[src/rtl/gcd_pkg.sv]
// Shared GCD definitions: sequencer state encoding and default engine/sequencer sizing.
package gcd_pkg;

  localparam int unsigned GCD_WIDTH      = 16;
  localparam int unsigned GCD_TIMEOUT    = 1023;
  localparam int unsigned GCD_CLR_CYCLES = 2;

  typedef enum logic [2:0] {
    IDLE,
    BYPASS,
    LOAD_A,
    LOAD_B,
    WAIT,
    OUT,
    CLEAR
  } gcd_state_e;

endpackage

[src/rtl/gcd_host_sequencer_if.sv]
// Host operand/result handshakes plus the engine-side control and data bus.
interface gcd_host_sequencer_if
  import gcd_pkg::*;
#(
  parameter int unsigned WIDTH = GCD_WIDTH
);

  logic             in_valid;
  logic             in_ready;
  logic [WIDTH-1:0] in_a;
  logic [WIDTH-1:0] in_b;
  logic             out_valid;
  logic             out_ready;
  logic [WIDTH-1:0] out_gcd;
  logic             out_err;
  logic [WIDTH-1:0] core_data;
  logic             core_start;
  logic             core_rst;
  logic             core_done;
  logic [WIDTH-1:0] core_result;
  logic             busy;

  // Host and engine side, as seen from outside the sequencer.
  modport master (
    output in_valid, in_a, in_b, out_ready, core_done, core_result,
    input  in_ready, out_valid, out_gcd, out_err, core_data, core_start, core_rst, busy
  );

  // Sequencer side.
  modport slave (
    input  in_valid, in_a, in_b, out_ready, core_done, core_result,
    output in_ready, out_valid, out_gcd, out_err, core_data, core_start, core_rst, busy
  );

endinterface

[src/rtl/gcd_timeout_counter.sv]
// Saturating cycle counter with synchronous clear; last_o flags the final count of a LIMIT-cycle window.
module gcd_timeout_counter
  import gcd_pkg::*;
#(
  parameter int unsigned LIMIT = GCD_TIMEOUT
) (
  input  logic clk,
  input  logic rst,
  input  logic clr_i,
  input  logic en_i,
  output logic last_o
);

  localparam int unsigned CW = $clog2(LIMIT + 1);

  logic [CW-1:0] cnt_q;
  logic [CW-1:0] cnt_d;
  logic          last_d;

  // last_o is high while cnt_q sits at LIMIT-1 or above, so an enabled window ends after LIMIT cycles.
  always_comb begin
    cnt_d = cnt_q;
    if (clr_i) begin
      cnt_d = '0;
    end else if (en_i && (cnt_q != CW'(LIMIT))) begin
      cnt_d = cnt_q + CW'(1);
    end
    last_d = (cnt_d >= CW'(LIMIT - 1));
  end

  always_ff @(posedge clk) begin
    if (rst) begin
      cnt_q  <= '0;
      last_o <= (LIMIT <= 1);
    end else begin
      cnt_q  <= cnt_d;
      last_o <= last_d;
    end
  end

endmodule

[src/rtl/gcd_host_sequencer.sv]
// Initiator-side GCD controller: feeds operand pairs to the engine, returns results, clears the engine per job.
module gcd_host_sequencer
  import gcd_pkg::*;
#(
  parameter int unsigned WIDTH      = GCD_WIDTH,
  parameter int unsigned TIMEOUT    = GCD_TIMEOUT,
  parameter int unsigned CLR_CYCLES = GCD_CLR_CYCLES
) (
  input  logic                 clk,
  input  logic                 rst,
  gcd_host_sequencer_if.slave  bus
);

  gcd_state_e       state_q;
  logic [WIDTH-1:0] a_q;
  logic [WIDTH-1:0] b_q;
  logic             from_core_q;
  logic             in_ready_q;
  logic             out_valid_q;
  logic [WIDTH-1:0] out_gcd_q;
  logic             out_err_q;
  logic [WIDTH-1:0] core_data_q;
  logic             core_start_q;
  logic             core_rst_q;
  logic             busy_q;

  logic tmo_en;
  logic clr_en;
  logic tmo_last;
  logic clr_last;

  // The clear window also runs in IDLE right after reset, while core_rst is still held.
  assign tmo_en = (state_q == WAIT);
  assign clr_en = (state_q == CLEAR) || ((state_q == IDLE) && core_rst_q);

  gcd_timeout_counter #(.LIMIT(TIMEOUT)) u_tmo_cnt (
    .clk    (clk),
    .rst    (rst),
    .clr_i  (!tmo_en),
    .en_i   (tmo_en),
    .last_o (tmo_last)
  );

  gcd_timeout_counter #(.LIMIT(CLR_CYCLES)) u_clr_cnt (
    .clk    (clk),
    .rst    (rst),
    .clr_i  (!clr_en),
    .en_i   (clr_en),
    .last_o (clr_last)
  );

  always_ff @(posedge clk) begin
    if (rst) begin
      state_q      <= IDLE;
      a_q          <= '0;
      b_q          <= '0;
      from_core_q  <= 1'b0;
      in_ready_q   <= 1'b0;
      out_valid_q  <= 1'b0;
      out_gcd_q    <= '0;
      out_err_q    <= 1'b0;
      core_data_q  <= '0;
      core_start_q <= 1'b0;
      core_rst_q   <= 1'b1;
      busy_q       <= 1'b0;
    end else begin
      case (state_q)
        IDLE: begin
          if (core_rst_q) begin
            if (clr_last) begin
              core_rst_q <= 1'b0;
              in_ready_q <= 1'b1;
            end
          end else if (bus.in_valid && in_ready_q) begin
            a_q        <= bus.in_a;
            b_q        <= bus.in_b;
            in_ready_q <= 1'b0;
            busy_q     <= 1'b1;
            // Zero operands never terminate in the engine, so they are answered locally.
            if ((bus.in_a == '0) || (bus.in_b == '0)) begin
              state_q <= BYPASS;
            end else begin
              state_q      <= LOAD_A;
              core_data_q  <= bus.in_a;
              core_start_q <= 1'b1;
            end
          end
        end
        BYPASS: begin
          out_gcd_q   <= a_q | b_q;
          out_err_q   <= 1'b0;
          out_valid_q <= 1'b1;
          from_core_q <= 1'b0;
          state_q     <= OUT;
        end
        LOAD_A: begin
          core_data_q  <= b_q;
          core_start_q <= 1'b0;
          state_q      <= LOAD_B;
        end
        LOAD_B: begin
          state_q <= WAIT;
        end
        WAIT: begin
          if (bus.core_done) begin
            out_gcd_q   <= bus.core_result;
            out_err_q   <= 1'b0;
            out_valid_q <= 1'b1;
            from_core_q <= 1'b1;
            state_q     <= OUT;
          end else if (tmo_last) begin
            out_gcd_q   <= '0;
            out_err_q   <= 1'b1;
            out_valid_q <= 1'b1;
            from_core_q <= 1'b1;
            state_q     <= OUT;
          end
        end
        OUT: begin
          if (bus.out_ready) begin
            out_valid_q <= 1'b0;
            if (from_core_q) begin
              core_rst_q <= 1'b1;
              state_q    <= CLEAR;
            end else begin
              in_ready_q <= 1'b1;
              busy_q     <= 1'b0;
              state_q    <= IDLE;
            end
          end
        end
        CLEAR: begin
          if (clr_last) begin
            core_rst_q <= 1'b0;
            in_ready_q <= 1'b1;
            busy_q     <= 1'b0;
            state_q    <= IDLE;
          end
        end
        default: begin
          state_q <= IDLE;
        end
      endcase
    end
  end

  assign bus.in_ready   = in_ready_q;
  assign bus.out_valid  = out_valid_q;
  assign bus.out_gcd    = out_gcd_q;
  assign bus.out_err    = out_err_q;
  assign bus.core_data  = core_data_q;
  assign bus.core_start = core_start_q;
  assign bus.core_rst   = core_rst_q;
  assign bus.busy       = busy_q;

endmodule

[src/flat_wrapper.sv]
// flat-port wrapper written by rule: the top's interface ports become plain ports
module gcd_host_sequencer_flat import gcd_pkg::*;
#(
  parameter int unsigned WIDTH      = GCD_WIDTH,
  parameter int unsigned TIMEOUT    = GCD_TIMEOUT,
  parameter int unsigned CLR_CYCLES = GCD_CLR_CYCLES
)
  (clk, rst, bus_in_valid, bus_in_a, bus_in_b, bus_out_ready, bus_core_done, bus_core_result, bus_in_ready, bus_out_valid, bus_out_gcd, bus_out_err, bus_core_data, bus_core_start, bus_core_rst, bus_busy);
  gcd_host_sequencer_if #(.WIDTH(WIDTH)) bus_i ();
  input  logic clk;
  input  logic rst;
  input wire logic [$bits(bus_i.in_valid)-1:0] bus_in_valid;
  input wire logic [$bits(bus_i.in_a)-1:0] bus_in_a;
  input wire logic [$bits(bus_i.in_b)-1:0] bus_in_b;
  input wire logic [$bits(bus_i.out_ready)-1:0] bus_out_ready;
  input wire logic [$bits(bus_i.core_done)-1:0] bus_core_done;
  input wire logic [$bits(bus_i.core_result)-1:0] bus_core_result;
  output wire logic [$bits(bus_i.in_ready)-1:0] bus_in_ready;
  output wire logic [$bits(bus_i.out_valid)-1:0] bus_out_valid;
  output wire logic [$bits(bus_i.out_gcd)-1:0] bus_out_gcd;
  output wire logic [$bits(bus_i.out_err)-1:0] bus_out_err;
  output wire logic [$bits(bus_i.core_data)-1:0] bus_core_data;
  output wire logic [$bits(bus_i.core_start)-1:0] bus_core_start;
  output wire logic [$bits(bus_i.core_rst)-1:0] bus_core_rst;
  output wire logic [$bits(bus_i.busy)-1:0] bus_busy;
  assign bus_i.in_valid = bus_in_valid;
  assign bus_i.in_a = bus_in_a;
  assign bus_i.in_b = bus_in_b;
  assign bus_i.out_ready = bus_out_ready;
  assign bus_i.core_done = bus_core_done;
  assign bus_i.core_result = bus_core_result;
  assign bus_in_ready = bus_i.in_ready;
  assign bus_out_valid = bus_i.out_valid;
  assign bus_out_gcd = bus_i.out_gcd;
  assign bus_out_err = bus_i.out_err;
  assign bus_core_data = bus_i.core_data;
  assign bus_core_start = bus_i.core_start;
  assign bus_core_rst = bus_i.core_rst;
  assign bus_busy = bus_i.busy;
  gcd_host_sequencer #(.WIDTH(WIDTH), .TIMEOUT(TIMEOUT), .CLR_CYCLES(CLR_CYCLES)) u_core (.clk(clk), .rst(rst), .bus(bus_i));
endmodule
[config.mk]
export PLATFORM = sky130hd
export DESIGN_NAME = gcd_host_sequencer_flat
export DESIGN_NICKNAME = d
export VERILOG_FILES = /design/src/rtl/gcd_pkg.sv /design/src/rtl/gcd_host_sequencer_if.sv /design/src/rtl/gcd_timeout_counter.sv /design/src/rtl/gcd_host_sequencer.sv /design/src/flat_wrapper.sv
export SDC_FILE = /design/constraint.sdc
export NUM_CORES = 1
export LEC_CHECK = 0
export ABC_AREA = 1
export BUFFER_PORTS_ARGS = -buffer_cell sky130_fd_sc_hd__buf_2
export CAP_MARGIN = 20
export CORE_ASPECT_RATIO = 0.8
export CORE_UTILIZATION = 30
export DETAILED_ROUTE_END_ITERATION = 10
export PLACE_DENSITY = 0.59
export SLEW_MARGIN = 20
export SYNTH_ARGS = -nofsm -noshare
export SYNTH_HDL_FRONTEND = slang
export SYNTH_SLANG_ARGS = --single-unit
[constraint.sdc]
create_clock -name clk -period 1.81 [get_ports clk]
set_input_delay 0 -clock clk [delete_from_list [all_inputs] [get_ports clk]]
set_output_delay 0 -clock clk [all_outputs]
set_load 0.05 [all_outputs]
* Word-level counts from Yosys, hierarchy flattened
Cells that the tools add are included.
** Operators by class
- Add/sub/neg operators :: 2
- $lt $le $gt $ge :: 2
- Equal/unequal tests :: 17
- Multiplexer cells :: 48
- Bitwise operators :: 2
- Reduce and logical (&&, ||, !) cells :: 21
** Operators with widths (count)
- $mux 16 :: 5
- $pmux 16 s2 :: 2
- $logic_not 16->1 :: 2
- $mux 1 :: 21
- $mux 3 :: 7
- $pmux 3 s7 :: 1
- $mux 10 :: 2
- $or 16x16->16 :: 1
- $ne 2x2->1 const B :: 7
- $pmux 1 s3 :: 4
- $reduce_and 4->1 :: 3
- $add 10x1->10 const B :: 1
- $ge 10x10->1 const B :: 1
- $ne 10x10->1 const B :: 1
- $eq 3x3->1 const B :: 3
- $eq 3x2->1 const B :: 2
- $mux 2 :: 3
- $ne 3x2->1 const B :: 2
- $pmux 1 s2 :: 3
- $reduce_and 3->1 :: 2
- $reduce_and 6->1 :: 1
- $reduce_bool 3->1 :: 2
- $reduce_and 5->1 :: 1
- $logic_and 1x1->1 :: 4
- other kinds (9) :: 11
** Storage, ports and cells
- Register bits :: 88
- Input port bits :: 53
- Output and inout port bits :: 38
- Logic and storage cells :: 108

* Depth between registers and ports, before layout
Gate-level depths: netlist (run 1).
- Depth after elaboration :: 7
- Depth in mapped cells :: 10
- Depth with buffers taken out :: 10

* Hierarchy
From an unflattened synthesis (run 1), not the netlist that was laid out.
** Second synthesis, totals
- Cells, all modules :: 660
- Area total of the unflattened synthesis :: 4322.9 µm²
** Modules (own cells, without submodules)
- gcd_host_sequencer :: instances 1, cells an instance 532, area an instance 3478.3 µm², sequential area each 1481.4 µm²
- gcd_timeout_counter at u_core.u_tmo_cnt :: instances 1, cells an instance 110, area an instance 701.9 µm², sequential area each 220.2 µm²
- gcd_timeout_counter at u_core.u_clr_cnt :: instances 1, cells an instance 18, area an instance 142.6 µm², sequential area each 60.1 µm²

* Least setup slack after synthesis (run 1)
Ideal clock, no wire load.
- Kind :: flip-flop to flip-flop
- From :: reg u_core.in_ready_q (netlist: u_core.bus.in_ready)
- To :: reg u_core.core_data_q[0] (netlist: u_core.bus.core_data[0])
- Setup time :: 0.138 ns
- Arrival :: 1.631 ns
- Required time :: 1.672 ns
- Path slack :: 0.042 ns
- Cell stages (with the launch flop) :: 9
- Buffers on the path :: 1
- Clock period less this slack :: 1.768 ns
- Path through :: dfxtp_1 > nand3_1 > nor2_8 > inv_8 > nand2_8 > nand2_8 > buf_8 > nand2_2 > a21oi_2
** On the way
- Cells in the longest elaborated chain, start to end :: 3
** RTL lines
- start, declared :: line gcd_host_sequencer.sv:18 : logic in_ready_q;
- start signal, assigned :: line gcd_host_sequencer.sv:58 : in_ready_q <= 1'b0;
- start signal, assigned :: line gcd_host_sequencer.sv:72 : in_ready_q <= 1'b1;
- start signal, assigned :: line gcd_host_sequencer.sv:77 : in_ready_q <= 1'b0;
- $logic_and 1x1->1 :: line gcd_host_sequencer.sv:74 : end else if (bus.in_valid && in_ready_q) begin
- $ne 2x2->1 (no line)
- $reduce_and 4->1 (no line)
- end signal, assigned :: line gcd_host_sequencer.sv:84 : core_data_q <= bus.in_a;
- end signal, assigned :: line gcd_host_sequencer.sv:97 : core_data_q <= b_q;
- end, declared :: line gcd_host_sequencer.sv:22 : logic [WIDTH-1:0] core_data_q;
No other way between the ends.
A chain may end at the register's enable or synchronous reset.

* Final worst setup path (run 1)
- From :: reg u_core.core_rst_q (netlist: u_core.bus.core_rst)
- To :: reg u_core.core_data_q[6] (netlist: u_core.bus.core_data[6])
** On the way
- Cells in the longest elaborated chain, start to end :: 2
** RTL lines
- start, declared :: line gcd_host_sequencer.sv:24 : logic core_rst_q;
- start signal, assigned :: line gcd_host_sequencer.sv:64 : core_rst_q <= 1'b1;
- start signal, assigned :: line gcd_host_sequencer.sv:71 : core_rst_q <= 1'b0;
- start signal, assigned :: line gcd_host_sequencer.sv:123 : core_rst_q <= 1'b1;
- $ne 2x2->1 (no line)
- $reduce_and 4->1 (no line)
No other way between the ends.

==> results.sh, run 1 <==
export IMPL_worstPathRequired_ps=2030
export IMPL_rows=37
export IMPL_hold_class="input port to register"
export IMPL_die_x_um=133
export IMPL_slowest_stage="dfxtp_1"
export IMPL_io_pins=91
export IMPL_cap_violations=0
export IMPL_viasPerCell=4.74
export IMPL_setup_viol=0
export IMPL_ys_types=40
export IMPL_drtIter0Drc=308
export IMPL_top_layer="met4"
export IMPL_setup_tns_ps=0
export IMPL_relSlewSlack=0.675
export IMPL_grt_start_max_net_pins=55
export IMPL_crit_buf_inv=2
export IMPL_wl_um=12200
export IMPL_drive_gt1_frac=0.232
export IMPL_rsz0062_at_grt="false"
export IMPL_cp_start_kind="register"
export IMPL_fin_nets=744
export IMPL_synth_edf_count=0
export IMPL_grt_pass1_vias=3881
export IMPL_synth_ff_type="dfxtp_1"
export IMPL_start_util=0.314
export IMPL_tightest_slew_ps=488
export IMPL_synth_ff_latch_count=88
export IMPL_crit_fanout=32
export IMPL_final_util=0.420
export IMPL_cts_buffers=9
export IMPL_place_hpwl_um=8670
export IMPL_fin_worst_skew_ps=8.33
export IMPL_netlist_area_um2=4110
export IMPL_synth_top_area_cell="dfxtp_1"
export IMPL_max_stage_delay_ps=330
export IMPL_track_usage=0.178
export IMPL_period_share=0.895
export IMPL_cp_top_family="simple AND/OR/NAND/NOR gates"
export IMPL_final_hold_violation_count=0
export IMPL_irDropWorstVdd_mv=0.490
export IMPL_die_y_um=107
export IMPL_p_leak_uw=0.00230
export IMPL_cp_arrival_ps=1840
export IMPL_status="completed"
export IMPL_grt_overflow_total=0
export IMPL_ys_seq_area_frac=0.429
export IMPL_port_buffer_count=90
export IMPL_n_fill_cell=1311
export IMPL_gp_congestion=0.863
export IMPL_drc=0
export IMPL_fp_coreArea_um2=13100
export IMPL_clockBufferDepth=2
export IMPL_clk_insertion_delay_late_ps=340
export IMPL_slew_violations=0
export IMPL_cts_root_buf="clkbuf_16"
export IMPL_async_flop_share=0
export IMPL_cts_tree="done"
export IMPL_vias=4121
export IMPL_grt_pass1_wl_um=19900
export IMPL_diodes=0
export IMPL_htree_levels=3
export IMPL_synth_area_leaders="dfxtp_1, nor2_1, o21ai_0, nand2_1, nand3_1"
export IMPL_worstSetupEndpointType="register"
export IMPL_synth_avg_cell_area_um2=7.38
export IMPL_path_class="register to register"
export IMPL_cp_common_cell="nand2_8"
export IMPL_synth_cells=557
export IMPL_met2_length_um=4940
export IMPL_power_density_nw_per_um2=944
export IMPL_synth_top_cell_area_share=0.429
export IMPL_ys_warn_count=0
export IMPL_cts_sinks=88
export IMPL_timing_fmax_ghz=0.617
export IMPL_post_synth_top_count_cell="nor2_1"
export IMPL_drtPass1Iterations=4
export IMPL_wl_met1_um=6320
export IMPL_ant_nets=0
export IMPL_ys_top_cells_by_count="nor2_1, dfxtp_1, nand2_1"
export IMPL_synth_nets=612
export IMPL_path_cells="inv_1, nand3_1, nor2_8, inv_8, nand2_8, nand2_8, nand2_1, a21oi_1"
export IMPL_wl_per_cell_um=14.0
export IMPL_syn_to_final_growth_pct=33.8
export IMPL_cts_clk_slew_worst_paths_ps=70
export IMPL_antenna_found_initial=0
export IMPL_dieArea_um2=14200
export IMPL_met3_wirelength_um=753
export IMPL_fin_crit_ps=1620
## final timing paths
path	end	from	slack, ps	depth (start not counted)
min	u_core.b_q[13]	bus_in_b[13]	20	3
max	u_core.bus.core_data[6]	u_core.bus.core_rst	190	8
max reg2reg	u_core.bus.core_data[6]	u_core.bus.core_rst	190	8
min reg2reg	u_core.bus.out_valid	u_core.bus.out_valid	460	2
## state kept, by name, indices dropped and copies added, names as in the netlist
| register | flops |
|---|---|
| u_core.a_q | 16 |
| u_core.b_q | 16 |
| u_core.bus.core_data | 16 |
| u_core.bus.out_gcd | 16 |
| u_core.u_tmo_cnt.cnt_q | 10 |
| u_core.state_q | 3 |
| u_core.u_clr_cnt.cnt_q | 2 |
| u_core.bus.busy | 1 |
| u_core.bus.core_rst | 1 |
| u_core.bus.core_start | 1 |
| u_core.bus.in_ready | 1 |
| u_core.bus.out_err | 1 |
| u_core.bus.out_valid | 1 |
| u_core.from_core_q | 1 |
| u_core.u_clr_cnt.last_o | 1 |
| u_core.u_tmo_cnt.last_o | 1 |
## metal layers
layer,vias to the layer above,track usage
li1,2136,-
met1,1864,0.262
met2,111,0.260
met3,10,0.0378
met4,0,0.0476
met5,-,0
## worst min-delay path: stages
cell	delay [ps]
buf_2	110
o21ai_0	90
a21oi_1	120
## timing repair
action,in CTS,in global routing
hold buffers,48,0
buffers inserted,0,3
hold endpoints to repair,48,0
endpoints found under the setup margin,0,17
gates resized for setup,0,2
## cell type report
class / instances / area (um2) / share of cell area
sequential: 88 / 1760 / 0.320
inverter: 30 / 123 / 0.0223
tap: 175 / 219 / 0.0398
timing repair buffer: 148 / 1010 / 0.183
multi-input combinational: 412 / 2090 / 0.381
clock inverter: 7 / 71.3 / 0.0130
clock buffer: 9 / 225 / 0.0410
## placed cells by master, fill, tap and decap left out, drive strengths merged, types with 2 or more instances in the layout
cell type    synthesis  layout
a21oi               37      37
a31oi               17      17
buf                 15     100
clkbuf              13       9
clkinv               2       4
clkinvlp             0       3
dfxtp               88      88
dlygate4sd3          0      48
ha                   2       2
inv                 28      29
nand2              102     102
nand3               57      57
nand4                2       2
nor2                98      99
nor3                 5       5
o211a                2       2
o21ai               82      82
or2                  2       2
xor2                 2       2
## report_power, final
group / internal (uW) / leakage [uW] / switching [uW]
Clock: 1070 / 0.000138 / 811
Sequential: 2090 / 0.000711 / 101
Combinational: 387 / 0.00146 / 727
## kinds of logic after synthesis
kind of cell / after synthesis / share of synthesized area
AND/OR/NAND/NOR: 267 / 0.304
AO/OA/AOI/OAI: 140 / 0.190
flip-flops: 88 / 0.429
buffers and inverters: 58 / 0.0679
XOR/XNOR: 2 / 0.00426
adder cells (fa/ha/maj): 2 / 0.00609
## per-stage QoR
stage	power (uW)	instance area, um2	instances	hold WS (ps)	worst slack (ps)
3_5_place_dp	3250	4680	801	258	99.7
6_report	5190	5500	869	15.2	189
5_1_grt	5430	5500	869	90.8	20.8
3_3_place_gp	3230	4680	801	245	82.3
2_1_floorplan	2970	4110	557	135	41.5
4_1_cts	5210	5450	865	6.38	74.5
Note: power is estimated with default switching activity, not from simulation.
==> inputs of run 2 (changes only) <==
CTS_BUF_LIST = sky130_fd_sc_hd__clkbuf_8   (was unset)
PLACE_DENSITY = 0.61   (was 0.59)
clock period = 1.3 ns   (was 1.81 ns; I/O delays follow)
==> run 2 against run 1 <==
  * The run now ends with negative setup slack left
  * Worst hold slack improved by 12 ps
  * Clock power increased by 8%
  * Die area unchanged
  * Power is 41% higher
  * Sequential share of layout area fell by 6.5 points
  * Clock skew rose by 2.7 ps
  * Combinational power is 95% higher
  * Register-to-register slack worse by 370 ps
  * Utilization rose by 11 points
  * Fmax increased by 9.1%
  * Critical path depth increased by 1
  * Highest routed layer unchanged
==> results.sh, run 2 (synthesis results as in run 1) <==
export IMPL_status="finished with violations"
export IMPL_failed_checks="negative setup slack"
export IMPL_die_y_um=107
export IMPL_drtPass1Iterations=5
export IMPL_grt_pass1_wl_um=23500
export IMPL_cp_start_kind="register"
export IMPL_cp_arrival_ps=1770
export IMPL_fp_coreArea_um2=13100
export IMPL_rows=37
export IMPL_antenna_found_initial=0
export IMPL_worstSetupEndpointType="register"
export IMPL_gp_congestion=0.850
export IMPL_htree_levels=3
export IMPL_worstPathRequired_ps=1590
export IMPL_irDropWorstVdd_mv=0.624
export IMPL_grt_start_max_net_pins=53
export IMPL_cts_tree="done"
export IMPL_cts_clk_slew_worst_paths_ps=90
export IMPL_layout_common_cells="buf_2, dfxtp_1, nand2_1"
export IMPL_syn_to_final_growth_pct=70.4
export IMPL_wl_per_cell_um=16.4
export IMPL_tightest_slew_ps=442
export IMPL_setup_viol=79
export IMPL_drive_gt1_frac=0.486
export IMPL_wl_um=15300
export IMPL_grt_overflow_total=0
export IMPL_final_common_cell="buf_2"
export IMPL_period_share=1.14
export IMPL_final_util=0.534
export IMPL_p_leak_uw=0.00277
export IMPL_timing_fmax_ghz=0.673
export IMPL_regArea_um2=1790
export IMPL_viasPerCell=5.10
export IMPL_relSlewSlack=0.705
export IMPL_clockBufferDepth=2
export IMPL_place_hpwl_um=9200
export IMPL_path_class="register to register"
export IMPL_port_buffer_count=90
export IMPL_n_fill_cell=1153
export IMPL_power_density_nw_per_um2=1050
export IMPL_cts_buffers=9
export IMPL_holdWs_ps=26.9
export IMPL_worst_slack_ps=-185
export IMPL_rsz0062_at_grt="true"
export IMPL_fin_crit_ps=1490
export IMPL_hold_class="input port to register"
export IMPL_diodes=0
export IMPL_fin_worst_skew_ps=11.1
export IMPL_start_util=0.314
export IMPL_io_pins=91
export IMPL_vias=4760
export IMPL_drtIter0Drc=263
export IMPL_dieArea_um2=14200
export IMPL_cts_root_buf="clkbuf_8"
export IMPL_fin_nets=809
export IMPL_crit_fanout=8
export IMPL_drc=0
export IMPL_die_x_um=133
export IMPL_cap_violations=0
export IMPL_multi_input_area_um2=2920
export IMPL_final_hold_violation_count=0
export IMPL_grt_pass1_vias=4476
export IMPL_slew_violations=0
export IMPL_track_usage=0.212
export IMPL_clk_insertion_delay_late_ps=370
export IMPL_ant_nets=0
export IMPL_cts_sinks=88
## run 2: area by class of cell
cell class / count / share of cell area
inverters: 30 / 0.0231
flip-flops and latches: 88 / 0.256
repair inverters: 3 / 0.00554
multi-input cells: 414 / 0.417
clock inverters: 6 / 0.0109
clock buffers: 10 / 0.0197
repair buffers: 208 / 0.237
well taps: 175 / 0.0313
## run 2: worst max-delay path: stages, from the launching register on
cell	delay, ps
dfxtp_4	380
nor2_4	130
buf_6	130
nand2_8	60
nor2_8	160
inv_8	80
buf_12	130
nand2_8	120
a21oi_2	60
nor3_1	170
## run 2: power breakdown
part           switching, uW  total [uW]  internal [uW]
clock network           1060        2030            972
registers                205        3130           2920
logic                   1330        2170            846
total                   2590        7330           4740
## run 2: per-layer routing
metal,part of all wire,vias up,global-route usage
met3,0.065,31,0.0520
met4,0.027,0,0.0961
li1,-,2279,-
met2,0.46,190,0.322
met5,0,-,0
met1,0.45,2260,0.284
## run 2: repair_timing
action	in CTS	in global routing
resized for setup	154	116
endpoints found under the setup margin	78	88
pin swaps	38	43
endpoints found under the hold margin	50	0
setup buffers	16	10
hold buffers	49	0
gates cloned	9	0
## run 2: path summary, 6_finish.rpt
path / cells past startpoint / start / slack, ps / endpoint
setup / recovery: 9 / u_core.state_q[1] / -190 / u_core.bus.core_start
hold / removal: 3 / rst / 30 / u_core.u_tmo_cnt.cnt_q[4]
setup reg to reg: 9 / u_core.state_q[1] / -190 / u_core.bus.core_start
hold reg to reg: 2 / u_core.bus.core_data[15] / 470 / u_core.bus.core_data[15]
## run 2: stage by stage
| step | instances | setup slack, ps | total power (uW) | TNS, ps | instance area [um2] |
|---|---|---|---|---|---|
| after floorplan | 557 | -19.2 | 4170 | -183 | 4150 |
| after global placement | 841 | -144 | 4610 | -3750 | 5070 |
| after detailed placement | 841 | -148 | 4640 | -4580 | 5070 |
| after CTS | 929 | -142 | 7120 | -3400 | 6540 |
| after global routing | 934 | -280 | 7680 | -11120 | 7000 |
| final | 934 | -185 | 7330 | -6270 | 7000 |
==> inputs of run 3 (changes only) <==
HOLD_SLACK_MARGIN = 0.03   (was unset)
SYNTH_HIERARCHICAL = 1   (was unset)
==> run 3 against run 2 <==
  * The run still ends with negative setup slack left
  * Synthesized cell count increased by 18%
  * Register-to-register slack got worse by 60 ps
  * Count of clock-buffer cells in the layout decreased by 1
  * Sequential share of layout area decreased by 0.72 points
  * First-iteration DRC count increased by 58%
  * Clock skew increased by 6.4 ps
  * Die area increased by 5.1%
  * Fmax decreased by 3.9%
  * Global-route usage decreased by 0.99 points
  * Via count increased by 6.9%
  * Power increased by 4.1%
  * Critical endpoint is now u_core/a_q[6]
  * Highest routed layer unchanged
==> results.sh, run 3 <==
export IMPL_preCtsSetupSlack_ps=-230
export IMPL_antenna_found_initial=0
export IMPL_port_buffer_count=90
export IMPL_track_usage=0.202
export IMPL_relSlewSlack=0.632
export IMPL_worstSetupEndpointType="register"
export IMPL_drtIter0Drc=416
export IMPL_timing_fmax_ghz=0.647
export IMPL_ys_warn_count=6
export IMPL_p_leak_uw=0.00326
export IMPL_layout_common_cells="nand2_1, nor2_1, buf_2"
export IMPL_grt_start_max_net_pins=59
export IMPL_final_hold_violation_count=0
export IMPL_tightest_slew_ps=546
export IMPL_grt_overflow_total=0
export IMPL_status="finished with violations"
export IMPL_irDropWorstVdd_mv=0.913
export IMPL_htree_levels=3
export IMPL_drive_gt1_frac=0.403
export IMPL_ys_seq_area_frac=0.408
export IMPL_power_density_nw_per_um2=1070
export IMPL_worst_slack_ps=-246
export IMPL_ys_top_cells_by_count="nand2_1, nor2_1, dfxtp_1, o21ai_0, inv_1"
export IMPL_synth_cells=660
export IMPL_dieArea_um2=14900
export IMPL_gp_congestion=0.869
export IMPL_drtPass1Iterations=5
export IMPL_post_synth_top_count_cell="nand2_1"
export IMPL_start_util=0.314
export IMPL_cp_arrival_ps=1860
export IMPL_syn_to_final_growth_pct=65.6
export IMPL_synth_ff_latch_count=88
export IMPL_synth_top_area_cell="dfxtp_1"
export IMPL_wl_um=15200
export IMPL_vias=5089
export IMPL_synth_avg_cell_area_um2=6.55
export IMPL_period_share=1.19
export IMPL_ant_nets=0
export IMPL_wl_per_cell_um=14.4
export IMPL_n_fill_cell=1316
export IMPL_cts_buffers=9
export IMPL_ys_types=29
export IMPL_netlist_area_um2=4320
export IMPL_synth_top_cell_area_share=0.408
export IMPL_path_class="register to register"
export IMPL_synth_ff_type="dfxtp_1"
export IMPL_synth_area_leaders="dfxtp_1, nand2_1, nor2_1, o21ai_0, inv_1"
export IMPL_cts_tree="done"
export IMPL_synth_edf_count=0
export IMPL_cts_sinks=88
export IMPL_slew_violations=0
export IMPL_viasPerCell=4.83
export IMPL_dpl_cell_area_um2=5450
export IMPL_final_area_um2=7160
export IMPL_setup_viol=88
export IMPL_rows=38
export IMPL_clockBufferDepth=2
export IMPL_drc=0
export IMPL_fin_crit_ps=1550
export IMPL_cts_clk_slew_worst_paths_ps=100
export IMPL_grt_pass1_wl_um=23300
export IMPL_worstPathRequired_ps=1620
export IMPL_failed_checks="negative setup slack"
export IMPL_synth_nets=715
export IMPL_die_y_um=109
export IMPL_fp_coreArea_um2=13800
export IMPL_io_pins=91
export IMPL_diodes=0
export IMPL_final_common_cell="nand2_1"
export IMPL_async_flop_share=0
export IMPL_fin_nets=923
export IMPL_setup_tns_ps=-14310
export IMPL_rsz0062_at_grt="true"
export IMPL_clk_insertion_delay_late_ps=380
export IMPL_die_x_um=136
export IMPL_fin_worst_skew_ps=17.4
export IMPL_grt_pass1_vias=4693
export IMPL_hold_class="input port to register"
export IMPL_cp_start_kind="register"
export IMPL_cap_violations=0
export IMPL_crit_fanout=6
export IMPL_cts_root_buf="clkbuf_8"
export IMPL_place_hpwl_um=9360
## run 3: changes by cell type in the layout (fill, tap and decap cells not counted), moves of 14 or more
cell,previous run,this run
inv_1,17,45
nand2_1,66,119
o21ai_2,30,14
nor2_1,64,101
a21oi_1,6,26
a21oi_2,28,14
a31oi_1,17,0
o21ai_0,34,48
## run 3: cell type report
type                            count  area (um2)  area share
Sequential cell                    88        1780       0.249
Clock inverter                      7        78.8      0.0110
Inverter                           65         299      0.0418
Clock buffer                        9         124      0.0173
Tap cell                          180         225      0.0315
Multi-Input combinational cell    476        2680       0.375
Timing Repair Buffer              227        1960       0.274
Timing Repair inverter              1        11.3     0.00157
## run 3: layer usage
layer	part of all wire	GRT usage	wire (um)	vias to the layer above
li1	-	-	-	2526
met1	0.45	0.271	6890	2381
met2	0.46	0.326	7030	158
met3	0.063	0.0424	962	24
met4	0.021	0.0635	316	0
met5	0	0	0	-
## run 3: logic make-up after synthesis
| family | Yosys count | share of synthesized area |
|---|---|---|
| AO/OA/AOI/OAI | 135 | 0.160 |
| AND/OR/NAND/NOR | 338 | 0.331 |
| flip-flops | 88 | 0.408 |
| buffers and inverters | 96 | 0.0944 |
| adder cells (fa/ha/maj) | 2 | 0.00579 |
| XOR/XNOR | 1 | 0.00203 |
## run 3: per-stage QoR
stage                     utilization  instances  total power [uW]  hold WS (ps)
final                           0.519       1053              7630          40.4
after CTS                       0.486       1044              7560          43.4
after global placement          0.395        965              5150           246
after detailed placement        0.395        965              5170           254
after floorplan                     -        660              4540          69.1
after global routing            0.519       1053              8050          75.2
## run 3: critical path, stage by stage, from the launching register on
cell and delay [ps]:
dfxtp_2 340, nor2_4 130, buf_4 140, nand2_4 70, nor3_4 210, buf_12 160
bufbuf_16 250, o21ai_0 70, nor2_1 120
## run 3: what timing repair did
action	CTS	global route
pin swaps	16	36
resized for setup	129	117
endpoints found under the hold margin	42	0
hold buffers	42	0
endpoints found under the setup margin	88	88
gates cloned	6	1
setup buffers	15	9
## run 3: path summary, 6_finish.rpt
path	startpoint	to	slack [ps]	cells past startpoint
min reg2reg	u_core/bus.out_gcd[5]	u_core/bus.out_gcd[5]	470	2
max	u_core/state_q[0]	u_core/a_q[6]	-250	8
min	bus_core_result[14]	u_core/bus.out_gcd[14]	40	5
max reg2reg	u_core/state_q[0]	u_core/a_q[6]	-250	8
## run 3: power breakdown
group / internal (uW) / total [uW] / switching (uW)
sequential: 2980 / 3150 / 177
clock: 904 / 1990 / 1090
combinational: 970 / 2490 / 1520
total: 4850 / 7630 / 2780
